**src/rtl/pc_seq_pkg.sv**
```systemverilog
// Shared types and constants for the fetch-stage PC sequencer.
package pc_seq_pkg;

  typedef enum logic [2:0] {
    SEL_SEQ,
    SEL_BR,
    SEL_CALL,
    SEL_RET,
    SEL_IRQ,
    SEL_HOLD
  } pc_sel_t;

  localparam int unsigned STEP_SHORT = 1;
  localparam int unsigned STEP_LONG  = 2;

endpackage

```
**src/rtl/ret_addr_stack.sv**
```systemverilog
// Return-address stack as a circular buffer: a full push overwrites the oldest entry.
module ret_addr_stack
  import pc_seq_pkg::*;
#(
  parameter int unsigned ADDR_W    = 32,
  parameter int unsigned RAS_DEPTH = 4
) (
  input  logic                           clk,
  input  logic                           rst,
  input  logic                           push,
  input  logic                           pop,
  input  logic [ADDR_W-1:0]              wdata,
  output logic [ADDR_W-1:0]              top,
  output logic [$clog2(RAS_DEPTH+1)-1:0] count,
  output logic                           ovf,
  output logic                           unf
);

  localparam int unsigned PTR_W = $clog2(RAS_DEPTH);
  localparam int unsigned CNT_W = $clog2(RAS_DEPTH + 1);

  logic [ADDR_W-1:0] mem [RAS_DEPTH];
  logic [PTR_W-1:0]  top_ptr;
  logic [PTR_W-1:0]  ptr_inc;
  logic [PTR_W-1:0]  ptr_dec;
  logic              full;
  logic              empty;

  assign full  = (count == CNT_W'(RAS_DEPTH));
  assign empty = (count == '0);

  // Explicit wrap so non-power-of-two depths stay circular.
  assign ptr_inc = (top_ptr == PTR_W'(RAS_DEPTH - 1)) ? '0 : top_ptr + PTR_W'(1);
  assign ptr_dec = (top_ptr == '0) ? PTR_W'(RAS_DEPTH - 1) : top_ptr - PTR_W'(1);

  assign top = mem[top_ptr];

  always_ff @(posedge clk) begin
    if (rst) begin
      top_ptr <= '0;
      count   <= '0;
      ovf     <= 1'b0;
      unf     <= 1'b0;
    end else if (push) begin
      top_ptr <= ptr_inc;
      if (full) begin
        ovf <= 1'b1;
      end else begin
        count <= count + CNT_W'(1);
      end
    end else if (pop) begin
      if (empty) begin
        unf <= 1'b1;
      end else begin
        top_ptr <= ptr_dec;
        count   <= count - CNT_W'(1);
      end
    end
  end

  // Entry contents need no reset; only the pointer and count define validity.
  always_ff @(posedge clk) begin
    if (!rst && push) begin
      mem[ptr_inc] <= wdata;
    end
  end

endmodule

```
**src/rtl/pc_sequencer.sv**
```systemverilog
// Priority-resolved next-PC unit: irq > ret > call > branch > sequential, with an internal RAS.
module pc_sequencer
  import pc_seq_pkg::*;
#(
  parameter int unsigned        ADDR_W    = 32,
  parameter logic [ADDR_W-1:0]  RESET_VEC = 32'h20,
  parameter logic [ADDR_W-1:0]  IRQ_VEC   = 32'h0,
  parameter int unsigned        RAS_DEPTH = 4
) (
  input  logic                           clk,
  input  logic                           rst,
  input  logic                           pc_en,
  input  logic                           inst_len,
  input  logic                           branch_take,
  input  logic [ADDR_W-1:0]              branch_addr,
  input  logic                           call,
  input  logic [ADDR_W-1:0]              call_addr,
  input  logic [ADDR_W-1:0]              link_addr,
  input  logic                           ret,
  input  logic                           irq,
  output logic [ADDR_W-1:0]              pc,
  output logic [$clog2(RAS_DEPTH+1)-1:0] ras_count,
  output logic                           ras_ovf,
  output logic                           ras_unf
);

  pc_sel_t           sel;
  logic [ADDR_W-1:0] pc_next;
  logic [ADDR_W-1:0] ras_top;
  logic [ADDR_W-1:0] ras_wdata;
  logic              ras_push;
  logic              ras_pop;

  always_comb begin
    sel = SEL_SEQ;
    if (!pc_en) begin
      sel = SEL_HOLD;
    end else if (irq) begin
      sel = SEL_IRQ;
    end else if (ret) begin
      sel = SEL_RET;
    end else if (call) begin
      sel = SEL_CALL;
    end else if (branch_take) begin
      sel = SEL_BR;
    end
  end

  assign ras_push  = (sel == SEL_IRQ) || (sel == SEL_CALL);
  assign ras_pop   = (sel == SEL_RET);
  // Interrupts save the un-fetched pc so a later ret resumes there.
  assign ras_wdata = (sel == SEL_IRQ) ? pc : link_addr;

  always_comb begin
    pc_next = pc;
    unique case (sel)
      SEL_SEQ:  pc_next = pc + (inst_len ? ADDR_W'(STEP_LONG) : ADDR_W'(STEP_SHORT));
      SEL_BR:   pc_next = branch_addr;
      SEL_CALL: pc_next = call_addr;
      SEL_RET:  pc_next = (ras_count == '0) ? RESET_VEC : ras_top;
      SEL_IRQ:  pc_next = IRQ_VEC;
      SEL_HOLD: pc_next = pc;
      default:  pc_next = pc;
    endcase
  end

  always_ff @(posedge clk) begin
    if (rst) begin
      pc <= RESET_VEC;
    end else begin
      pc <= pc_next;
    end
  end

  ret_addr_stack #(
    .ADDR_W    (ADDR_W),
    .RAS_DEPTH (RAS_DEPTH)
  ) u_ras (
    .clk   (clk),
    .rst   (rst),
    .push  (ras_push),
    .pop   (ras_pop),
    .wdata (ras_wdata),
    .top   (ras_top),
    .count (ras_count),
    .ovf   (ras_ovf),
    .unf   (ras_unf)
  );

endmodule

```
**config.mk**
```make
export PLATFORM = sky130hd
export DESIGN_NAME = pc_sequencer
export DESIGN_NICKNAME = d
export VERILOG_FILES = /design/src/rtl/pc_seq_pkg.sv /design/src/rtl/ret_addr_stack.sv /design/src/rtl/pc_sequencer.sv
export SDC_FILE = /design/constraint.sdc
export NUM_CORES = 1
export LEC_CHECK = 0
export ABC_CLOCK_PERIOD_IN_PS = 2500
export BUFFER_PORTS_ARGS = -buffer_cell sky130_fd_sc_hd__buf_2
export CAP_MARGIN = 40
export CORE_UTILIZATION = 38
export CTS_CLUSTER_SIZE = 24
export DETAILED_ROUTE_END_ITERATION = 10
export PLACE_DENSITY_LB_ADDON = 0.08
export SYNTH_ARGS = -nofsm -noshare
export SYNTH_HDL_FRONTEND = slang
export SYNTH_SLANG_ARGS = --single-unit
```
**constraint.sdc**
```tcl
create_clock -name clk -period 2.5 [get_ports clk]
set_input_delay 0 -clock clk [delete_from_list [all_inputs] [get_ports clk]]
set_output_delay 0 -clock clk [all_outputs]
set_load 0.05 [all_outputs]
```
Word level (Yosys, flattened, before mapping)
Memory sizes are Yosys's and may differ from the RTL's. A register that Yosys moved wholly into a read port is not among the register bits.
Index checks and enable logic that the tools add are counted.

word-level totals
  input port bits = 104
  memories = 1
  RAM bits = 128
  logic and storage cells = 54
  bits in registers = 39
  output and inout port bits = 37

memories
  memory     words  bits a word  read ports  clocked after Yosys merged registers in  wr ports  RTL line              source
  u_ras.mem  4      32           1           1                                        1         ret_addr_stack.sv:22  logic [ADDR_W-1:0] mem [RAS_DEPTH];

operators by class
  multiplexer cells = 22
  equal/unequal tests = 8
  add/subtract/negate cells = 5
  reduce and logical (&&, ||, !) cells = 12
  bitwise gates (word level) = 1

operators with widths
  cell                   number
  $pmux W32 S5           1
  $mux W32               2
  $add A32 B2 Y32        1
  $mux W2                10
  $mux W3                6
  $eq A3 B2 Y1 const B   2
  $eq A3 B3 Y1 const B   2
  $logic_not A3 Y1       2
  $reduce_and A3 Y1      2
  $reduce_bool A5 Y1     1
  $reduce_and A2 Y1      2
  $add A3 B1 Y3 const B  1
  $eq A3 B1 Y1 const B   1
  $mux W1                3
  $sub A3 B1 Y3 const B  1
  $add A2 B1 Y2 const B  1
  $eq A2 B2 Y1 const B   1
  $logic_not A2 Y1       1
  $ne A2 B1 Y1 const B   1
  $ne A2 B2 Y1 const B   1
  $reduce_bool A2 Y1     1
  $sub A2 B1 Y2 const B  1
  $logic_and A1 B1 Y1    1
  $logic_not A1 Y1       1
  other kinds (2)        2

Longest topological paths before layout
  depth in word-level cells = 11
  depth in mapped cells = 10
  depth with buffers taken out = 9

Cells and area by module
A second synthesis with hierarchy kept.

unflattened totals
  cell total of the unflattened synthesis = 593
  area total of the unflattened synthesis = 8036.5 um2

by module, submodules not included
  module          sequential area each (um2)  instances  area each (um2)  cells an instance
  ret_addr_stack  4023.9                      1          5139.9           227
  pc_sequencer    640.6                       1          2896.5           366

Worst setup path before layout
No wires, ideal clock.

  path kind = register to register
  start = reg pc[0]
  end = reg pc[30]
  clock period less this slack = 2.619 ns
  path slack = -0.119 ns
  setup time = 0.074 ns
  cell stages (with the launch flop) = 10
  arrival = 2.545 ns
  data required time = 2.426 ns
  path buffers = 1
  cell sequence = dfxtp_1 -> ha_1 -> inv_1 -> fa_1 -> nand3b_1 -> nor3_1 -> buf_2 -> nand4_1 -> or3_1 -> a31oi_1

on the way
  word-level cells in the longest chain between the ends = 2

ends and longest elaborated chain
  element                   RTL line            source
  start: declaration        pc_sequencer.sv:21  output logic [ADDR_W-1:0] pc,
  start signal: assignment  pc_sequencer.sv:71  pc <= pc_next;
  $add A32 B2 Y32           pc_sequencer.sv:57  SEL_SEQ: pc_next = pc + (inst_len ? ADDR_W'(STEP_LONG) : ADDR_W'(STEP_SHORT));
  $pmux W32 S5              pc_sequencer.sv:56  unique case (sel)

No other way between the ends.
A chain may end at the register's enable or synchronous reset.

Final worst setup path
  start = reg pc[0]
  end = reg pc[10]

Same word-level chain as after synthesis.

==> metrics.yaml <==
coreArea_mm2: 0.0206
netlist.area_leader.share_pct: 47.6
grt_max_degree: 40
synth_area_mm2: 0.00808
start_util_pct: 39.3
cp-startpoint: "pc[0]$_SDFFE_PP0P_"
drt_iter0_drc: 544
multi_input_area_mm2: 0.00320
num_io_pins: 141
r2r_start: "pc[0]$_SDFFE_PP0P_"
die_y_um: 148
worst_slew_pin_slew_ns: 0.543
dr.pass1.iters: 5
totalWireLength_mm: 24.8
areaGrowthSynthToFinish_pct: 28.7
ys_ff_latch: 169
syn-num-nets: 725
finClkSkew_ns: 0.0102
cts_root_buf: "clkbuf_16"
worstSetupPathType: "reg -> reg"
finalCriticalPeriod_ns: 2.36
timing.critical_path.to: "pc[10]$_SDFFE_PP0P_"
antenna_cells: 0
gp_congestion: 0.809
cap_violations: 0
clkLatencyLatePin_ns: 0.43
worst-r2r-cell-count: 9
end_kind: "register"
r2r_setup_slack_ns: 0.14
yosysWarnings: 0
slew_violations: 0
vias: 6326
timing.rr.end: "pc[10]$_SDFFE_PP0P_"
crit_required_ns: 2.87
finish.instance_area_mm2: 0.0104
ant_nets: 0
ys_types: 69
portBuffers: 140
dpl-instance-area_mm2: 0.00923
die_w_um: 148
ys_seq_area_share_pct: 57.7
min_period_over_period_pct: 94.3
grtUsageTotal_pct: 23.3
synth_top_cell_by_area: "edfxtp_1"
die_area_mm2: 0.0219
antenna_found_initial: 0
setup_viol: 0
grt_pass1_wl_mm: 37.1
rsz0062_at_grt: "no"
hold_class: "in -> reg"
power_leakage_nw: 3.84
cts_tree: "built"
viasPerCell: 5.75
grt_overflow: 0
seq_area_mm2: 0.00467
drive_above_1_share_pct: 33.3
ys_top_cells_by_area: "edfxtp_1, dfxtp_1, mux4_2"
clk_path_buf_depth: 2
wl_per_cell_um: 22.5
p_per_area_mw_per_mm2: 642
postSynth.asyncResetShare_pct: 0
hpwl_mm: 16.6
fill_cells: 1872
crit_fanout: 4
peakVddDrop_mv: 0.427
cts.sinks: 169
synth-edff-count: 128
syn_inst: 612
cts_buffers: 17
nets: 931
cts_max_level: 4
outcome: "finished clean"
start_kind: "register"
finalSetupTns_ns: 0
ys.flop_type: "edfxtp_1"
grt_pass1_vias: 6255
cp.arrival_ns: 2.73
timing.fmax_mhz: 424
drc_errors: 0
path_clk_slew_ns: 0.07
hold_viol_final: 0
placementRows: 52
slew_headroom_pct: 63.7
avgSynthCellArea_um2: 13.2
[worst min path at each step]
| stage | startpoint | endpoint | slack (ns) | cells after the start |
|---|---|---|---|---|
| 6_report | branch_addr[31] | pc[31]$_SDFFE_PP0P_ | 0.03 | 5 |
| 5_1_grt | branch_addr[31] | pc[31]$_SDFFE_PP0P_ | 0.03 | 5 |
| 4_1_cts | link_addr[12] | u_ras.mem[0][12]$_DFFE_PP_ | 0.01 | 3 |
| 3_5_place_dp | branch_addr[8] | pc[8]$_SDFFE_PP0P_ | 0.27 | 3 |
| 3_3_place_gp | branch_addr[8] | pc[8]$_SDFFE_PP0P_ | 0.26 | 3 |
| 2_1_floorplan | branch_addr[10] | pc[10]$_SDFFE_PP0P_ | 0.15 | 2 |
[synth_stat cells (9+ instances only)]
cell type / count
nand2_1: 45
a21o_1: 11
o21ai_0: 31
a31oi_1: 13
edfxtp_1: 128
a21oi_1: 24
clkbuf_1: 15
a221o_1: 9
nor3_1: 14
and3_1: 11
nand3_1: 22
inv_1: 20
buf_2: 15
mux4_2: 32
nand4_1: 9
mux2_2: 22
dfxtp_1: 41
nor2_1: 21
[where the power goes]
| part | leakage [nW] | switching (mW) | internal, mW |
|---|---|---|---|
| clock | 0.268 | 1.14 | 1.41 |
| sequential | 1.50 | 0.0702 | 3.12 |
| combinational | 2.07 | 0.549 | 0.385 |
| total | 3.84 | 1.76 | 4.91 |
[what timing repair did]
item	in CTS	in global routing
endpoints found under the hold margin	133	0
hold buffers	57	0
resized for setup	0	6
endpoints found under the setup margin	0	5
buffers inserted	0	0
[registers in the layout (all words and copies together), names as in the netlist, named ones only]
name and count:
u_ras.count 3, u_ras.unf 1, pc 32, u_ras.mem 128, u_ras.ovf 1, u_ras.top_ptr 2
[worst max-delay path, cell delays in order (launching register included)]
cell           delay (ns)
dfxtp_2              0.37
ha_4                 0.14
inv_1                0.05
fa_2                 0.39
and3b_2              0.28
nand4_1              0.12
xnor2_1              0.18
nand2_1              0.07
a31oi_1              0.13
dlygate4sd3_1        0.56
[layer usage]
layer  track usage, %  vias to the layer above  wire, um
met4             8.45                        0       433
met5                0                        -         0
met2             37.0                      234     11600
met3             3.67                       27      1600
met1             32.3                     3200     11100
li1                 -                     2865         -
[area by class of cell]
type                    instances  share of cell area, %
clock buffers                  20                   4.30
clock inverters                12                   1.14
inverters                      22                  0.794
multi-input cells             383                   30.8
flip-flops and latches        169                   44.9
well taps                     270                   3.25
repair buffers                225                   14.9
[placed cells by master (no fill, tap or decap), types with 3 or more instances in the layout]
| cell type | netlist | routed |
|---|---|---|
| a211o_1 | 3 | 3 |
| a211oi_1 | 4 | 4 |
| a21o_1 | 11 | 11 |
| a21oi_1 | 24 | 24 |
| a221o_1 | 9 | 9 |
| a221oi_1 | 8 | 8 |
| a222oi_1 | 8 | 8 |
| a22oi_1 | 5 | 5 |
| a31o_2 | 3 | 3 |
| a31oi_1 | 13 | 13 |
| a41oi_1 | 3 | 3 |
| and3_1 | 11 | 11 |
| and4_1 | 5 | 5 |
| buf_12 | 0 | 5 |
| buf_2 | 15 | 140 |
| buf_4 | 4 | 23 |
| clkbuf_16 | 0 | 17 |
| clkinv_4 | 0 | 4 |
| clkinvlp_4 | 0 | 3 |
| dfxtp_1 | 41 | 39 |
| dlygate4sd3_1 | 0 | 57 |
| edfxtp_1 | 128 | 128 |
| ha_1 | 7 | 6 |
| inv_1 | 20 | 20 |
| inv_6 | 0 | 3 |
| mux2_2 | 22 | 22 |
| mux4_2 | 32 | 32 |
| nand2_1 | 45 | 44 |
| nand3_1 | 22 | 22 |
| nand3b_1 | 3 | 3 |
| nand4_1 | 9 | 9 |
| nor2_1 | 21 | 21 |
| nor3_1 | 14 | 13 |
| nor4_4 | 3 | 3 |
| o21ai_0 | 31 | 31 |
| o221ai_1 | 3 | 3 |
| o22ai_1 | 6 | 6 |
| o31ai_1 | 5 | 5 |
| or3_1 | 5 | 5 |
| xnor2_1 | 6 | 6 |
[per-stage QoR]
stage	hold slack [ns]	power (mW)	instances	utilization [%]	setup slack, ns
5_1_grt	0.0284	6.90	1101	50.6	0.00595
3_3_place_gp	0.261	4.09	1012	44.9	0.249
4_1_cts	0.0135	6.71	1101	50.4	0.0276
2_1_floorplan	0.150	3.77	612	-	0.0196
6_report	0.0255	6.67	1101	50.6	0.142
3_5_place_dp	0.269	4.11	1012	44.9	0.210
[cell families (layout without fill, tap and decap cells)]
kind of cell               after synthesis  in the layout  synth area share, %
xor gates and xnor gates                 8              8                0.867
adders and majority gates                9              9                 1.58
muxes                                   54             54                 12.0
and+or+nand+nor                        157            157                 11.1
AOI/OAI and AO/OA                      155            155                 13.5
DFF                                    169            169                 57.7
buffers and inverters                   60            279                 3.22
(Power assumes the default switching activity.)
